==> src/rtl/gray_frame_sequencer.sv <==
// Frame-level controller for the RGB-to-grayscale stage. It gates the converter enable for one
// IMG_W x IMG_H frame and delays pixel coordinates and markers to match the converter output.
module gray_frame_sequencer #(
  parameter int IMG_W = 320,
  parameter int IMG_H = 240,
  parameter int LAT   = 1
) (
  input  logic                     clk,
  input  logic                     rst,
  input  logic                     start_i,
  input  logic                     continuous_i,
  input  logic                     cam_vsync_i,
  input  logic                     cam_valid_i,
  output logic                     conv_en_o,
  output logic                     gray_valid_o,
  output logic [$clog2(IMG_W)-1:0] col_o,
  output logic [$clog2(IMG_H)-1:0] row_o,
  output logic                     eol_o,
  output logic                     eof_o,
  output logic                     busy_o,
  output logic                     frame_done_o,
  output logic                     short_frame_o,
  output logic                     overrun_o
);

  localparam int CW = $clog2(IMG_W);
  localparam int RW = $clog2(IMG_H);

  typedef enum logic [2:0] {IDLE, ARMED, CAPTURE, DRAIN, DONE} state_t;

  state_t        state, state_nxt;
  logic [CW-1:0] col_cnt, col_nxt, acc_col;
  logic [RW-1:0] row_cnt, row_nxt, acc_row;
  logic [2:0]    drain_cnt, drain_nxt;
  logic          accept, acc_eol, acc_eof;
  logic          short_frame_set, overrun_set;

  logic [LAT-1:0] v_sr, eol_sr, eof_sr;
  logic [CW-1:0]  col_sr [LAT];
  logic [RW-1:0]  row_sr [LAT];

  // A vsync inside CAPTURE restarts the frame, so a coincident pixel becomes (0,0).
  always_comb begin
    state_nxt       = state;
    col_nxt         = col_cnt;
    row_nxt         = row_cnt;
    drain_nxt       = drain_cnt;
    accept          = 1'b0;
    acc_col         = col_cnt;
    acc_row         = row_cnt;
    acc_eol         = 1'b0;
    acc_eof         = 1'b0;
    short_frame_set = 1'b0;
    overrun_set     = 1'b0;
    case (state)
      IDLE: begin
        if (start_i) state_nxt = ARMED;
      end
      ARMED: begin
        if (cam_vsync_i) begin
          state_nxt = CAPTURE;
          col_nxt   = '0;
          row_nxt   = '0;
        end
      end
      CAPTURE: begin
        if (cam_vsync_i) begin
          short_frame_set = 1'b1;
          acc_col         = '0;
          acc_row         = '0;
          col_nxt         = '0;
          row_nxt         = '0;
        end
        accept  = cam_valid_i;
        acc_eol = (acc_col == CW'(IMG_W - 1));
        acc_eof = acc_eol && (acc_row == RW'(IMG_H - 1));
        if (accept) begin
          if (acc_eof) begin
            state_nxt = DRAIN;
            drain_nxt = '0;
            col_nxt   = '0;
            row_nxt   = '0;
          end else if (acc_eol) begin
            col_nxt = '0;
            row_nxt = acc_row + RW'(1);
          end else begin
            col_nxt = acc_col + CW'(1);
          end
        end
      end
      DRAIN: begin
        overrun_set = cam_valid_i;
        if (drain_cnt == 3'(LAT - 1)) state_nxt = DONE;
        else drain_nxt = drain_cnt + 3'd1;
      end
      DONE: begin
        state_nxt = continuous_i ? ARMED : IDLE;
      end
      default: state_nxt = IDLE;
    endcase
  end

  assign conv_en_o    = accept;
  assign busy_o       = (state != IDLE);
  assign frame_done_o = (state == DONE);

  // Sticky flags: a set in the same cycle as a start-clear takes priority.
  always_ff @(posedge clk or posedge rst) begin
    if (rst) begin
      state         <= IDLE;
      col_cnt       <= '0;
      row_cnt       <= '0;
      drain_cnt     <= '0;
      short_frame_o <= 1'b0;
      overrun_o     <= 1'b0;
    end else begin
      state     <= state_nxt;
      col_cnt   <= col_nxt;
      row_cnt   <= row_nxt;
      drain_cnt <= drain_nxt;
      if (short_frame_set) short_frame_o <= 1'b1;
      else if (start_i)    short_frame_o <= 1'b0;
      if (overrun_set)     overrun_o <= 1'b1;
      else if (start_i)    overrun_o <= 1'b0;
    end
  end

  // Coordinates only advance with a valid entry so the tail holds the last pixel's position.
  always_ff @(posedge clk or posedge rst) begin
    if (rst) begin
      v_sr   <= '0;
      eol_sr <= '0;
      eof_sr <= '0;
      for (int i = 0; i < LAT; i++) begin
        col_sr[i] <= '0;
        row_sr[i] <= '0;
      end
    end else begin
      for (int i = LAT - 1; i > 0; i--) begin
        v_sr[i]   <= v_sr[i-1];
        eol_sr[i] <= eol_sr[i-1];
        eof_sr[i] <= eof_sr[i-1];
        if (v_sr[i-1]) begin
          col_sr[i] <= col_sr[i-1];
          row_sr[i] <= row_sr[i-1];
        end
      end
      v_sr[0]   <= accept;
      eol_sr[0] <= accept && acc_eol;
      eof_sr[0] <= accept && acc_eof;
      if (accept) begin
        col_sr[0] <= acc_col;
        row_sr[0] <= acc_row;
      end
    end
  end

  assign gray_valid_o = v_sr[LAT-1];
  assign eol_o        = eol_sr[LAT-1];
  assign eof_o        = eof_sr[LAT-1];
  assign col_o        = col_sr[LAT-1];
  assign row_o        = row_sr[LAT-1];

endmodule

==> config.mk <==
export PLATFORM = sky130hd
export DESIGN_NAME = gray_frame_sequencer
export DESIGN_NICKNAME = d
export VERILOG_FILES = /design/src/rtl/gray_frame_sequencer.sv
export SDC_FILE = /design/constraint.sdc
export NUM_CORES = 1
export LEC_CHECK = 0
export CORE_MARGIN = 5
export CORE_UTILIZATION = 40
export DETAILED_ROUTE_END_ITERATION = 10
export PLACE_DENSITY = 0.6
export SLEW_MARGIN = 5
export SYNTH_ARGS = -nofsm -noshare
export SYNTH_HDL_FRONTEND = slang
export SYNTH_SLANG_ARGS = --single-unit
==> constraint.sdc <==
create_clock -name clk -period 1.8 [get_ports clk]
set_clock_uncertainty 0.05 [all_clocks]
set_input_delay 0.27 -clock clk [delete_from_list [all_inputs] [get_ports clk]]
set_output_delay 0.27 -clock clk [all_outputs]
set_load 0.01 [all_outputs]
==> run_results.csv <==
group,metric,value,unit
outcome,status,"finished, violations left",
outcome,failed_checks,"setup timing",
timing,timing.final.ws_setup,-75.9,ps
yosys,post_synthesis_instance_area,2250,um2
detailed_routing,route.met2.wl,2.65,mm
yosys,synthMostInstantiatedCell,"nand2_1",
global_routing,globalRouteTotalUtil,16.7,%
final_layout,area_growth_syn_to_layout,47.6,%
yosys,async_reset_ff_share,100,%
detailed_routing,routedWlPerCell,14.1,um
yosys,synth_area_leaders,"dfrtp_1 (50%), nand2_1 (8.7%), o21ai_0 (5.3%)",
placement,detailed_place_hpwl,3.95,mm
floorplan,effective_utilization_at_floorplan,41.1,%
worst_setup_path,regToRegStartpoint,"col_cnt[0]",
detailed_routing,route.detailed.vias_per_inst,5.02,
global_routing,grt.overflow.total,0,
timing,timing_worst_slew_pin_value,346,ps
timing,min_period_over_period,104,%
final_layout,final_layout_size_suffix_gt1_share,29.9,%
floorplan,num_rows,27,
yosys,synth_enable_flop_cells,0,
timing,rsz_0062_raised_after_global_routing,"true",
detailed_routing,drtAntennaViolNets,0,
timing,final_max_slew_viol_count,0,
final_layout,finalNetCount,340,
worst_setup_path,critPathSlowestCell,"dfrtp_1",
clock_network,cts_htree_levels,2,
timing,report.final.setup_viol,9,
detailed_routing,1st_iter_drt_viols,61,
yosys,synth.yosys.seq_area_share,50.1,%
run,drv.max_cap_violation_count,0,
yosys,synth_top_cell_area_share,50.1,%
worst_setup_path,worstPathArrival,2010,ps
final_layout,n_antenna_cell,0,
clock_network,cts_tree,"built",
timing,period_minus_slack,1880,ps
timing,timing.fmax,0.533,GHz
floorplan,die_x,85.0,um
worst_setup_path,worstRegToRegCells,9,
worst_setup_path,crit_path_cell_trace,"nor2b_4 -> ha_4 -> nand4b_1 -> buf_4 -> nor4_4 -> buf_6 -> and2_4 -> nand3b_1 -> o21ai_1",
worst_setup_path,cp-start-kind,"register",
yosys,ys.warnings.count,0,
clock_network,cts_root_buffer,"clkbuf_8",
placement,place.port_buffers,30,
final_layout,seqCellArea,1130,um2
worst_setup_path,setup.worst_path.class,"reg2reg",
power_and_ir_drop,power.total,0.00293,W
worst_setup_path,required_time_at_the_worst_slack_endpoint,1930,ps
yosys,postSynthAreaPerCell,9.26,um2
worst_setup_path,endpoint_kind,"register",
power_and_ir_drop,vdd_drop_max,0.393,mV
yosys,syn_inst,243,
detailed_routing,max_layer_used,"met4",
worst_setup_path,critPathBufInv,2,
floorplan,core_region_area,5470,um2
floorplan,die_h,85.0,um
yosys,flop_and_latch_count_out_of_synthesis,45,
worst_setup_path,critical_path_peak_fanout,6,
yosys,leading_cell_types_by_count_after_synthesis,"nand2_1 (52), dfrtp_1 (45), o21ai_0 (24)",
detailed_routing,drt_wl_total,5.70,mm
placement,gp_routability_congestion,0.839,
yosys,synth_fp_nets,253,
final_layout,fillers,468,
global_routing,first_global_vias,1965,
worst_setup_path,critPathMaxStageDelay,350,ps
detailed_routing,drc,0,
timing,worst_slew_margin_rel,76.9,%
clock_network,tritoncts.num_buffers,5,
final_layout,footprint_of_the_multi_input_gates,1170,um2
yosys,synthDistinctLibCells,51,
global_routing,antenna_found_initial,0,
detailed_routing,detailroute.wirelength.met3,185,um
power_and_ir_drop,power.density_cell_area,884,nW/um2
clock_network,clk_latency,300,ps
worst_setup_path,r2r_slack,-80,ps
yosys,synth_top_flop_cell,"dfrtp_1",
timing,finalHoldViolations,0,
detailed_routing,drt-pass1-iter-count,4,
clock_network,path_clk_slew,80,ps
final_layout,layout.core_utilization,60.7,%
global_routing,global_route_wire_length_before_repair,9.73,mm
clock_network,cts.sinks,45,
floorplan,die-area,7220,um2
floorplan,num_io_pins,31,
global_routing,grt_max_degree,46,
hold_path,min-delay-path-class,"in2async",
worst_setup_path,worstReg2RegEnd,"drain_cnt[0]",
worst_setup_path,critical-path-top-delay-family,"simple AND/OR/NAND/NOR gates",
clock_network,ctsLongestPathBuffers,2,
yosys,synth_top_cell_by_area,"dfrtp_1",
power_and_ir_drop,leak_pwr,1.53,nW
detailed_routing,detailroute.via_count,2025,
detailed_routing,met1Wirelength,2.80,mm
-- worst max path at each step --
stage,cells past startpoint,startpoint,slack (ps),to
6_report,9,col_cnt[0],-80,drain_cnt[0]
5_1_grt,10,col_cnt[0],-200,col_cnt[6]
4_1_cts,7,col_cnt[6],-60,drain_cnt[0]
3_5_place_dp,9,cam_vsync_i,-710,state[0]
3_3_place_gp,9,cam_vsync_i,-640,state[0]
2_1_floorplan,10,cam_vsync_i,-210,col_cnt[8]
-- cells in the final DEF, fill, tap and decap left out, types with 2 or more instances in the layout --
| master | count |
|---|---|
| nand4b_1 | 2 |
| mux2i_1 | 4 |
| nor4_4 | 2 |
| clkbuf_1 | 3 |
| a21oi_2 | 6 |
| nand4_1 | 2 |
| dfrtp_1 | 44 |
| nand3_1 | 5 |
| a21oi_1 | 9 |
| o21ai_1 | 12 |
| nor3b_1 | 3 |
| o21ai_0 | 19 |
| a31oi_1 | 2 |
| nor2b_2 | 2 |
| nand2b_1 | 6 |
| buf_6 | 5 |
| clkdlybuf4s50_1 | 25 |
| clkbuf_2 | 2 |
| clkinv_1 | 2 |
| a21o_1 | 2 |
| inv_1 | 7 |
| and3_1 | 2 |
| and3b_1 | 2 |
| a22o_1 | 2 |
| buf_8 | 2 |
| nand3b_1 | 2 |
| nor2_1 | 6 |
| ha_1 | 3 |
| nor2b_4 | 2 |
| clkbuf_8 | 5 |
| dlygate4sd2_1 | 2 |
| nand2_1 | 52 |
| and4b_1 | 2 |
| buf_4 | 52 |
| nor3_2 | 2 |
-- through the flow --
step	instances	area (um2)	hold WS, ps	setup slack (ps)	TNS, ps
floorplan	243	2290	327	-208	-1870
global placement	384	3010	409	-644	-11790
CTS	399	3220	289	-63.8	-316
detailed placement	384	3010	411	-711	-12730
finish	403	3320	269	-75.9	-305
global route	403	3320	311	-203	-2390
-- timing repair --
item,4_1_cts,5_1_grt
endpoints found under the setup margin,22,22
hold buffers,0,0
pin swaps,13,8
gates cloned,1,0
buffers inserted,6,5
resized for setup,20,29
-- where the power goes --
| group | total, W | switching (W) | internal [W] | leakage [nW] |
|---|---|---|---|---|
| registers | 0.00122 | 0.0000935 | 0.00113 | 0.616 |
| logic | 0.00111 | 0.000577 | 0.000529 | 0.876 |
| clock network | 0.000607 | 0.000330 | 0.000276 | 0.0395 |
| total | 0.00293 | 0.00100 | 0.00193 | 1.53 |
-- layer usage --
metal	track usage (%)	up-vias
li1	-	1029
met1	24.3	954
met2	25.0	37
met3	3.11	5
met4	5.61	0
met5	0	-
-- logic make-up after synthesis --
family,share of synthesized area (%)
buffers and inverters,4.34
adders and majority gates,2.22
AOI/OAI and AO/OA,15.6
DFF,50.1
muxes,1.78
and+or+nand+nor,25.2
xor gates and xnor gates,0.779
-- cell type report --
| type | count | share of cell area, % |
|---|---|---|
| clock buffer | 8 | 2.41 |
| inverter | 10 | 1.13 |
| multi-input combinational | 177 | 35.4 |
| sequential | 45 | 34.0 |
| tap | 72 | 2.71 |
| timing repair buffer | 91 | 24.4 |
-- flip-flops by register name (all words and copies together) (netlist names), 3 cells and up --
name,count
col_cnt,9
state,3
col_o,9
row_cnt,8
drain_cnt,3
row_o,8
-- tightest hold or removal path, delay by kind of cell --
| family | cells | cell delay [ps] |
|---|---|---|
| buffers and inverters | 3 | 730 |
No activity file was read; power rests on OpenSTA's default activity.
==> edit 1, RTL diff (config.mk and constraints unchanged) <==
The parameter `LAT` goes from 1 to 2.
--- a/src/rtl/gray_frame_sequencer.sv
+++ b/src/rtl/gray_frame_sequencer.sv
@@ -3,7 +3,7 @@
 module gray_frame_sequencer #(
   parameter int IMG_W = 320,
   parameter int IMG_H = 240,
-  parameter int LAT   = 1
+  parameter int LAT   = 2
 ) (
   input  logic                     clk,
   input  logic                     rst,
Check against the original RTL: not equivalent (Yosys sat finds a counterexample within 4 cycles, from zero or initial values and one cycle with rst high).
==> edit 1 against the unedited design <==
The run still ends with setup timing left; global-route usage decreased by 1.7 points; sequential cell count increased by 20; cell area increased by 28%; first-iteration DRC count increased to 2.9 times the old value; largest cell class is now registers; total power increased by 3.4%; routed wire length increased by 22%; setup slack got worse by 0.22 ns; area after synthesis increased by 37%.
==> edit 1: results (changes against the unedited design) <==
use_met3_pct: 3.93  # +0.82 points
grt_pass1_wl_um: 11600  # +19%
power.switching_mw: 0.683  # -32%
path_clk_slew_ns: 0.07
antenna_found_initial: 0  # unchanged
ys.flop_type: "dfrtp_1"
synth_fp_nets: 305  # +21%
cts-resized-gates: 50  # +150%
numCtsBuffers: 9  # +4
fill_cells: 664  # +42%
yosys_warnings: 0  # unchanged
grtUsageTotal_pct: 15.1  # -1.7 points
synth_area_leaders: "dfrtp_1 53%, mux2_2 8.0%, nand2_1 5.0%, o21ai_0 4.4%, buf_4 4.1%"
switching_share_pct: 22.5  # -12 points
yosysSeqAreaShare_pct: 52.8  # +2.7 points
crit_fanout: 4  # -2
setup_viol: 18  # +9
critical_path_arrival_ns: 2.28  # +0.27 ns
use_met1_pct: 20.4  # -3.8 points
io_buffers: 30  # unchanged
use_met2_pct: 23.4  # -1.6 points
wl_met3_um: 388  # +110%
hold_class: "reg2reg"
seqPwrFrac_pct: 49.4  # +7.8 points
worstMarginPinSlew_ns: 0.515  # +0.168 ns
avgRoutedWirePerCell_um: 14.7  # +3.8%
post_route_cells_drive_above_1_share_pct: 37.4  # +7.5 points
violations: "setup timing"
cts_setup_buffers: 7  # +1
run_status: "finished with violations"
dp_hpwl_um: 4660  # +18%
drt_iter0_drc: 174  # +190%
placed_cells: 449  # +17%
routed-wl-met2_um: 3330  # +26%
vias: 2411  # +19%
totalWireLength_um: 6960  # +22%
netlist_top_cells_count: "65 x dfrtp_1, 41 x nand2_1, 27 x o21ai_0, 22 x mux2_2, 17 x buf_4"
gp_congestion: 0.907  # +8.2%
num-nets-final: 377  # +11%
ir_drop_mv: 0.291  # -26%
place_area_um2: 3740  # +25%
wl_met1_um: 3140  # +12%
first_global_vias: 2325  # +18%
p_clk_mw: 1.33  # +120%
syn_inst: 295  # +21%
worst_slack_ns: -0.301  # -0.225 ns
synth.distinct_cells: 48  # -5.9%
grt_max_degree: 66  # +43%
h-tree-depth: 3  # +1
clock_latency_ns: 0.34  # +0.04 ns
leakage_nw: 1.93  # +26%
-- edit 1: cell types whose count changed in the layout (fill, tap and decap cells not counted), sizes merged, moves of 4 or more --
cell / unedited run / this run
a21oi: 16 / 11
dfrtp: 45 / 65
mux2: 0 / 22
or3: 1 / 5
buf: 60 / 65
nor3: 3 / 7
o31ai: 0 / 6
nand2: 53 / 42
o21ai: 32 / 27
-- edit 1: kinds of logic after synthesis --
logic type	after synthesis	share of synthesized area, %
xor+xnor	3	0.853
fa+ha+maj	4	1.62
mux	23	8.37
compound gates	60	11.7
simple gates	95	16.3
flops	65	52.8
buf+inv	45	8.33
-- edit 1: worst max-delay path: stages (launching register included) --
cell and delay, ns:
dfrtp_1 0.38, or3b_1 0.40, or4_4 0.61, clkinv_4 0.11, nand2_4 0.05, inv_2 0.06, o31ai_1 0.06, mux2_2 0.26
-- edit 1: final timing paths --
kind,slack [ns],end,startpoint,cells after the start
min in group asynchronous,0.32,row_o[7],rst,3
max,-0.30,row_cnt[7],state[2],7
max in group asynchronous,1.10,overrun_o,rst,3
min reg2reg,0.30,eof_sr[1],eof_sr[0],0
min,0.30,eof_sr[1],eof_sr[0],0
max reg2reg,-0.30,row_cnt[7],state[2],7
-- edit 1: layout make-up --
type / instances / area (µm²) / share of cell area, %
Multi-Input combinational cell: 185 / 1390 / 32.8
Inverter: 13 / 57.6 / 1.36
Sequential cell: 65 / 1630 / 38.4
Tap cell: 102 / 128 / 3.01
Clock buffer: 10 / 128 / 3.01
Clock inverter: 6 / 82.6 / 1.95
Timing Repair Buffer: 93 / 830 / 19.6
-- edit 1: metrics by stage --
stage / worst slack, ns / TNS [ns]
global placement: -0.638 / -11.24
global route: -0.372 / -4.08
floorplan: -0.459 / -3.54
detailed placement: -0.700 / -12.27
finish: -0.301 / -2.80
CTS: -0.304 / -2.89
==> edit 2, RTL diff (same settings) <==
Without the edit above. Make the reset (`rst`) synchronous in 2 clocked blocks.
--- a/src/rtl/gray_frame_sequencer.sv
+++ b/src/rtl/gray_frame_sequencer.sv
@@ -105,7 +105,7 @@
   assign frame_done_o = (state == DONE);
 
   // Sticky flags: a set in the same cycle as a start-clear takes priority.
-  always_ff @(posedge clk or posedge rst) begin
+  always_ff @(posedge clk) begin
     if (rst) begin
       state         <= IDLE;
       col_cnt       <= '0;
@@ -126,7 +126,7 @@
   end
 
   // Coordinates only advance with a valid entry so the tail holds the last pixel's position.
-  always_ff @(posedge clk or posedge rst) begin
+  always_ff @(posedge clk) begin
     if (rst) begin
       v_sr   <= '0;
       eol_sr <= '0;
Function: differs if rst is asserted again (counterexample within 4 cycles, from zero or initial values and one cycle with rst high); with rst held inactive, the same outputs for 10 cycles.
==> edit 2 against the unedited design <==
The run still ends with setup timing left; cell area fell by 2.1%; cell count fell by 6.2%; core utilization fell by 0.91 points; setup slack improved by 0.024 ns; routed wire length fell by 7.7%; area after synthesis fell by 1.5%; global-route usage fell by 1.9 points; sequential cell count did not move.
Power is not compared: it rests on default switching activity, and its combinational part moved more than twofold at a synthesized area within 25%.
==> edit 2: results (changes against the unedited design) <==
run_status: "finished with violations"
violations: "setup timing"
crit_fanout: 4  # -2
grt_max_degree: 18  # -61%
yosysSeqAreaShare_pct: 48.3  # -1.7 points
netlist_area_um2: 2220  # -1.5%
gp_congestion: 0.805  # -4.0%
grt_pass1_wl_um: 8510  # -13%
fill_cells: 455  # -2.8%
synth_fa_ha_area_share_pct: 2.26  # +0.034 points
vias: 1955  # -3.5%
clk_share_pct: 3.27  # +0.86 points
critical_path_arrival_ns: 2.04  # +0.03 ns
setup_viol: 4  # -5
avgRoutedWirePerCell_um: 13.9  # -1.6%
worst_slack_ns: -0.0515  # +0.0243 ns
routed-wl-met2_um: 2530  # -4.6%
first_global_vias: 1784  # -9.2%
synthXorXnorAreaFrac_pct: 1.58  # +0.80 points
placed_cells: 364  # -5.2%
use_met2_pct: 23.9  # -1.1 points
ys.flop_type: "dfxtp_1"
totalWireLength_um: 5260  # -7.7%
hold_class: "reg2reg"
tns_ns: -0.106  # +0.199 ns
clock_buffer_count: 6  # -2
syn_inst: 228  # -6.2%
netlist_top_cells_count: "28 x dfxtp_1, 17 x and2_1, 17 x edfxtp_1, 16 x nor2_1"
synth_area_leaders: "dfxtp_1 25%, edfxtp_1 23%, and2_1 4.8%, a21oi_1 2.9%, nor2b_1 2.8%"
seq_share_pct: 33.2  # -0.81 points
maxSlewHeadroom_pct: 73.1  # -3.8 points
drt_iter0_drc: 156  # +160%
use_met3_pct: 2.94  # -0.16 points
grtUsageTotal_pct: 14.8  # -1.9 points
synth_fp_nets: 238  # -5.9%
dp_slack_ns: -0.618  # +0.0934 ns
multi_input_area_share_pct: 37.4  # +2.0 points
use_met1_pct: 19.7  # -4.5 points
wl_met3_um: 317  # +71%
num-nets-final: 315  # -7.4%
wl_met1_um: 2340  # -16%
synth_mux_area_share_pct: 0.452  # -1.3 points
num-multi-input-gates: 164  # -7.3%
async_flop_share_pct: 0  # -100 points
seq_cells: 45  # unchanged
p_per_area_nw_per_um2: 655
post_route_cells_drive_above_1_share_pct: 30.4  # +0.48 points
synth_edf_count: 17  # +17
inv_count: 4  # -6
slowest_stage: "dfxtp_2"
nonClkBufAreaFrac_pct: 22.9  # -1.5 points
dp_hpwl_um: 3650  # -7.7%
synth.distinct_cells: 52  # +2.0%
syn_to_final_growth_pct: 46.6
slowest_delay_ns: 0.33  # -0.02 ns
n_all_buffers: 85  # -6.6%
place_area_um2: 2920  # -2.9%
==> edit 2: cell count changes after synthesis, moves of 7 or more <==
| cell | unedited run | this run |
|---|---|---|
| clkbuf_1 | 4 | 11 |
| dfrtp_1 | 45 | 0 |
| nor2_1 | 7 | 16 |
| and2_1 | 1 | 17 |
| nand2_1 | 52 | 13 |
| dfxtp_1 | 0 | 28 |
| edfxtp_1 | 0 | 17 |
| o21ai_0 | 24 | 6 |
==> edit 2: path summary, 6_finish.rpt <==
kind,start,end,slack [ns],cells after the start
max,col_cnt[1],row_cnt[4],-0.05,9
min,overrun_o,overrun_o,0.43,2
max reg2reg,col_cnt[1],row_cnt[4],-0.05,9
min reg2reg,overrun_o,overrun_o,0.43,2
==> edit 2: timing repair <==
item	CTS	global route
resized for setup	19	26
buffers inserted	4	1
gates cloned	1	0
endpoints found under the setup margin	22	21
pin swaps	6	8
